File: src/rtl/fifo8x8_pkg.sv
// Shared sizing for the fifo8x8 slice: legacy `FIFO_* macros plus typed localparams.
// Optional error flags are enabled in the top with FIFO8X8_ERR_EN.
`ifndef FIFO_DEFS_V
`define FIFO_DEFS_V
`define FIFO_WIDTH 8
`define FIFO_DEPTH 8
`define FIFO_PTR_W 3
`define FIFO_CNT_W 4
`define FIFO_FULL_CNT 4'd8
`endif

package fifo8x8_pkg;
  localparam int WIDTH = `FIFO_WIDTH;
  localparam int DEPTH = `FIFO_DEPTH;
  localparam int PTR_W = `FIFO_PTR_W;
  localparam int CNT_W = `FIFO_CNT_W;
  localparam logic [CNT_W-1:0] FULL_CNT = `FIFO_FULL_CNT;
  localparam logic [CNT_W-1:0] EMPTY_CNT = 4'd0;
endpackage

File: src/rtl/Mux8way8bit.sv
// 8-way, 8-bit combinational selector used for the FIFO read path.
module Mux8way8bit (
  input  logic [7:0] a,
  input  logic [7:0] b,
  input  logic [7:0] c,
  input  logic [7:0] d,
  input  logic [7:0] e,
  input  logic [7:0] f,
  input  logic [7:0] g,
  input  logic [7:0] h,
  input  logic [2:0] sel,
  output logic [7:0] out
);

  // Select one of eight bytes.
  always_comb begin
    out = 8'h00;
    case (sel)
      3'd0:    out = a;
      3'd1:    out = b;
      3'd2:    out = c;
      3'd3:    out = d;
      3'd4:    out = e;
      3'd5:    out = f;
      3'd6:    out = g;
      3'd7:    out = h;
      default: out = 8'h00;
    endcase
  end

endmodule

File: src/rtl/ptr_counter3.sv
// 3-bit wrapping pointer counter with enable and synchronous active-high reset.
module ptr_counter3
  import fifo8x8_pkg::*;
(
  input  logic             clk,
  input  logic             reset,
  input  logic             en,
  output logic [PTR_W-1:0] q
);

  // Advance on enable; 7 rolls over to 0 through the natural 3-bit wrap.
  always_ff @(posedge clk) begin
    if (reset) begin
      q <= 3'd0;
    end else if (en) begin
      q <= q + 3'd1;
    end else begin
      q <= q;
    end
  end

endmodule

File: src/rtl/fifo8x8.sv
// 8x8 show-ahead synchronous FIFO; head byte is muxed out by the read pointer.
// Define FIFO8X8_ERR_EN to add sticky overflow/underflow outputs.
module fifo8x8
  import fifo8x8_pkg::*;
(
  input  logic             clk,
  input  logic             reset,
  input  logic [WIDTH-1:0] inData,
  input  logic             push,
  input  logic             pop,
  output logic [WIDTH-1:0] outData,
  output logic             full,
  output logic             empty,
`ifdef FIFO8X8_ERR_EN
  output logic             overflow,
  output logic             underflow,
`endif
  output logic [CNT_W-1:0] count
);

  logic [WIDTH-1:0] mem [0:DEPTH-1];
  logic [PTR_W-1:0] wr_ptr;
  logic [PTR_W-1:0] rd_ptr;
  logic             push_ok;
  logic             pop_ok;

  // Acceptance uses the pre-edge flags, so a full FIFO still takes a pop and an empty one a push.
  assign full    = (count == FULL_CNT);
  assign empty   = (count == EMPTY_CNT);
  assign push_ok = push & ~full;
  assign pop_ok  = pop & ~empty;

  ptr_counter3 u_wr_ptr (.clk(clk), .reset(reset), .en(push_ok), .q(wr_ptr));
  ptr_counter3 u_rd_ptr (.clk(clk), .reset(reset), .en(pop_ok),  .q(rd_ptr));

  // Storage write; popped entries are left in place.
  always_ff @(posedge clk) begin
    if (reset) begin
      for (int i = 0; i < DEPTH; i++) begin
        mem[i] <= 8'h00;
      end
    end else if (push_ok) begin
      mem[wr_ptr] <= inData;
    end else begin
      mem[wr_ptr] <= mem[wr_ptr];
    end
  end

  // Occupancy tracks accepted operations; equal pointers are disambiguated by this alone.
  always_ff @(posedge clk) begin
    if (reset) begin
      count <= 4'd0;
    end else begin
      case ({push_ok, pop_ok})
        2'b10:   count <= count + 4'd1;
        2'b01:   count <= count - 4'd1;
        default: count <= count;
      endcase
    end
  end

  Mux8way8bit u_head_mux (
    .a(mem[0]), .b(mem[1]), .c(mem[2]), .d(mem[3]),
    .e(mem[4]), .f(mem[5]), .g(mem[6]), .h(mem[7]),
    .sel(rd_ptr),
    .out(outData)
  );

`ifdef FIFO8X8_ERR_EN
  // Sticky error flags: raw request against the pre-edge flag, cleared only by reset.
  always_ff @(posedge clk) begin
    if (reset) begin
      overflow  <= 1'b0;
      underflow <= 1'b0;
    end else begin
      overflow  <= overflow | (push & full);
      underflow <= underflow | (pop & empty);
    end
  end
`endif

endmodule
File: config.mk
export PLATFORM = sky130hd
export DESIGN_NAME = fifo8x8
export DESIGN_NICKNAME = d
export VERILOG_FILES = /design/src/rtl/fifo8x8_pkg.sv /design/src/rtl/Mux8way8bit.sv /design/src/rtl/ptr_counter3.sv /design/src/rtl/fifo8x8.sv
export SDC_FILE = /design/constraint.sdc
export NUM_CORES = 1
export LEC_CHECK = 0
export BUFFER_PORTS_ARGS = -buffer_cell sky130_fd_sc_hd__buf_2
export CAP_MARGIN = 25
export CORE_AREA = 8 8 83 85
export DETAILED_ROUTE_END_ITERATION = 6
export DIE_AREA = 0 0 91 93
export PLACE_DENSITY = 0.83
export RECOVER_POWER = 100
export SETUP_SLACK_MARGIN = 0.05
export SYNTH_ARGS = -nofsm -noshare
export SYNTH_HDL_FRONTEND = slang
export SYNTH_SLANG_ARGS = --single-unit
File: constraint.sdc
create_clock -name clk -period 4 [get_ports clk]
set_input_delay 0.4 -clock clk [delete_from_list [all_inputs] [get_ports clk]]
set_output_delay 0.4 -clock clk [all_outputs]
set_load 0.005 [all_outputs]
==> metrics.md <==
| Metric | Value |
|---|---|
| Status | complete, no violations |
| Final wirelength | 7.70 mm |
| Commonest register cell after synthesis | edfxtp_1 |
| RSZ-0062 raised after global routing | false |
| Via count | 2,316 |
| Cell count after synthesis | 274 |
| CP required | 3.60 ns |
| Worst Hold Depth | 3 |
| Worst EP arrival | 2.84 ns |
| Worst-path fanout max | 17 |
| Maximum vdd ir drop | 317 uV |
| DR DRC count | 0 |
| P_leak | 1.36 nW |
| Largest net degree at the start of global routing | 26 |
| Max Cap Viol | 0 |
| Core ar. | 5680 um^2 |
| Row count | 28 |
| Antenna diodes | 0 |
| R2R cell count | 4 |
| Clock sink count | 74 |
| Achievable Freq | 0.309 GHz |
| Pwr Total | 2.15 mW |
| Skew-Pair Late Insertion Delay | 0.35 ns |
| Fin. max-slew vios | 0 |
| Setup Skew | 0.0115 ns |
| Initial Util | 61.7% |
| Clock-pin slew on the worst setup and hold paths | 0.07 ns |
| Synth Warn # | 0 |
| Final setup TNS | 0 ns |
| Synth area leaders | edfxtp_1 55%, and2_1 11%, dfxtp_1 5.7%, ha_1 3.6%, a221oi_1 3.0% |
| Area of the multi-input gates | 1240 um^2 |
| Hold_sp | push |
| Count of final hold-check violations | 0 |
| Worst Hold Class | primary input to flip-flop |
| Area fraction of the dominant cell type after synthesis | 54.9% |
| Total gr overflow | 0 |
| Total die area | 8460 um^2 |
| Crit Path Category | flip-flop to output port |
| End of the worst register-to-register path | mem[0][3]$_SDFFCE_PN0P_ |
| Register area | 2120 um^2 |
| Tmin final | 3.24 ns |
| Share of cells above drive strength 1 | 10.9% |
| Setup violations, final | 0 |
| R2R setup slack | 1.15 ns |
| Post-route ant nets | 0 |
| CTS Buf Count | 9 |
| Reg-to-Reg Start | count[1]$_SDFFE_PP0P_ |
| Syn avg cell area | 12.8 um^2 |
| Post-synth EDFFs | 64 |
| Pre-CTS setup slack | 1.23 ns |
| Largest area contributor in the netlist | edfxtp_1 |
| Worst Setup Slack, final | 0.762 ns |
| Crit start category | flip-flop |
| Synth async-reset ratio | 0% |
| DR vias/cell | 6.11 |
| Boundary pin count | 26 |
| Max-slew headroom | 16.0% |
| PortBufs | 25 |
| Final Net Count | 322 |
| Worst Tran Pin Value | 1.25 ns |
| Setup Fix Bufs, Post-CTS | 0 |
| DR iter-0 viols | 206 |
| Vias in the first global route | 2,329 |
| Area growth syn-to-layout | 8.86% |
| Cell variety after synth | 37 |
| Worst-case hold path end point | u_wr_ptr.q[1]$_SDFFE_PP0P_ |
| Max clock buf depth | 2 |
| Hold buffers post-CTS | 0 |
| Cts repair resizes | 0 |
| Die Span Y | 93 um |
| Routed wire length per instance | 20.3 um |
| Post-synthesis register bit count | 74 |
| Gpl congestion | 0.940 |
| Initial antenna violation count | 0 |
| Htree depth | 3 |
| Seq/Total Area, Yosys | 60.6% |
| First-pass GRT wire length | 12.3 mm |
| Fill cells | 436 |
| Crit share post-route | 81.0% |
| Syn Std Cell Area | 3500 um^2 |
| CP Capture Type | output port |
| Final core area utilization | 67.2% |
| Gr usage total | 19.2% |
| Synth Net Count | 297 |
| Horiz. Die Dim | 91 um |
| First-pass DRT Iterations | 7 |
| CTS tree | yes |
| Power per standard cell area | 563 nW/um^2 |
| Root buffer cell | clkbuf_8 |
| Post-DP HPWL | 5.23 mm |
==> registers in the layout (all words and copies together), names as in the netlist <==
register	flops
count	4
u_rd_ptr.q	3
u_wr_ptr.q	3
mem	64
==> cells in the final DEF, fill, tap and decap left out, drive strengths merged, types with 3 or more instances in the layout <==
cell and instances:
a21oi 13, a221oi 12, a222oi 8, and2 65, buf 13, clkbuf 26
dfxtp 10, edfxtp 64, ha 10, inv 7, mux2 7, nand2 9
nand3 4, nor2 17, nor3 4, nor4 4, o21ai 3, o21bai 4
or2 4, xor2 3
==> synth_stat cells (all sizes together) (7+ instances only) <==
cell type / n
edfxtp: 64
nand2: 9
and2: 65
inv: 7
nor2: 17
dfxtp: 10
ha: 10
clkbuf: 8
a222oi: 8
a221oi: 12
mux2: 7
a21oi: 13
==> where the power goes <==
group / leakage (nW) / switching (mW) / internal, mW / total, mW
logic: 0.509 / 0.329 / 0.221 / 0.550
registers: 0.745 / 0.0643 / 0.901 / 0.965
clock network: 0.108 / 0.262 / 0.368 / 0.630
==> worst max path at each step <==
stage | start | end
2_1_floorplan | count[0]$_SDFFE_PP0P_ | count[3]$_SDFFE_PP0P_
3_3_place_gp | u_rd_ptr.q[2]$_SDFFE_PP0P_ | outData[5]
3_5_place_dp | u_rd_ptr.q[2]$_SDFFE_PP0P_ | outData[5]
4_1_cts | u_rd_ptr.q[2]$_SDFFE_PP0P_ | outData[5]
5_1_grt | u_rd_ptr.q[2]$_SDFFE_PP0P_ | outData[5]
6_report | u_rd_ptr.q[2]$_SDFFE_PP0P_ | outData[5]
==> cell families after synthesis <==
family / synth area share, %
AOI/OAI and AO/OA: 9.36
buffers and inverters: 2.14
and+or+nand+nor: 20.2
xor gates and xnor gates: 1.00
muxes: 2.54
DFF: 60.6
adders and majority gates: 4.15
==> final cells by class <==
class	count	share of cell area, %
Timing Repair Buffer	26	2.99
Sequential cell	74	55.7
Clock buffer	13	3.91
Clock inverter	3	1.71
Multi-Input combinational cell	181	32.6
Tap cell	75	2.46
Inverter	7	0.689
==> stage by stage <==
stage	cells	hold WS, ns	area, um^2
global route	379	0.380	3810
finish	379	0.363	3810
CTS	379	0.393	3890
floorplan	274	0.488	3500
detailed placement	363	0.532	3680
global placement	363	0.514	3680
==> per-layer routing <==
metal / routed length [um] / part of all wire (%) / global-route usage [%] / vias up
met5: 0 / 0 / 0 / -
met4: 280 / 3.6 / 13.0 / 0
met3: 430 / 5.6 / 3.21 / 24
met2: 3730 / 48 / 30.3 / 105
met1: 3250 / 42 / 23.9 / 1126
li1: - / - / - / 1061
==> worst max-delay path, stage by stage (launching register included) <==
cell and delay [ns]:
dfxtp_1 0.75, inv_1 0.23, ha_1 0.37, nor4_1 0.31, nand2b_1 0.32, mux2_2 0.37
buf_2 0.13
Note: power is estimated with default switching activity, not from simulation.
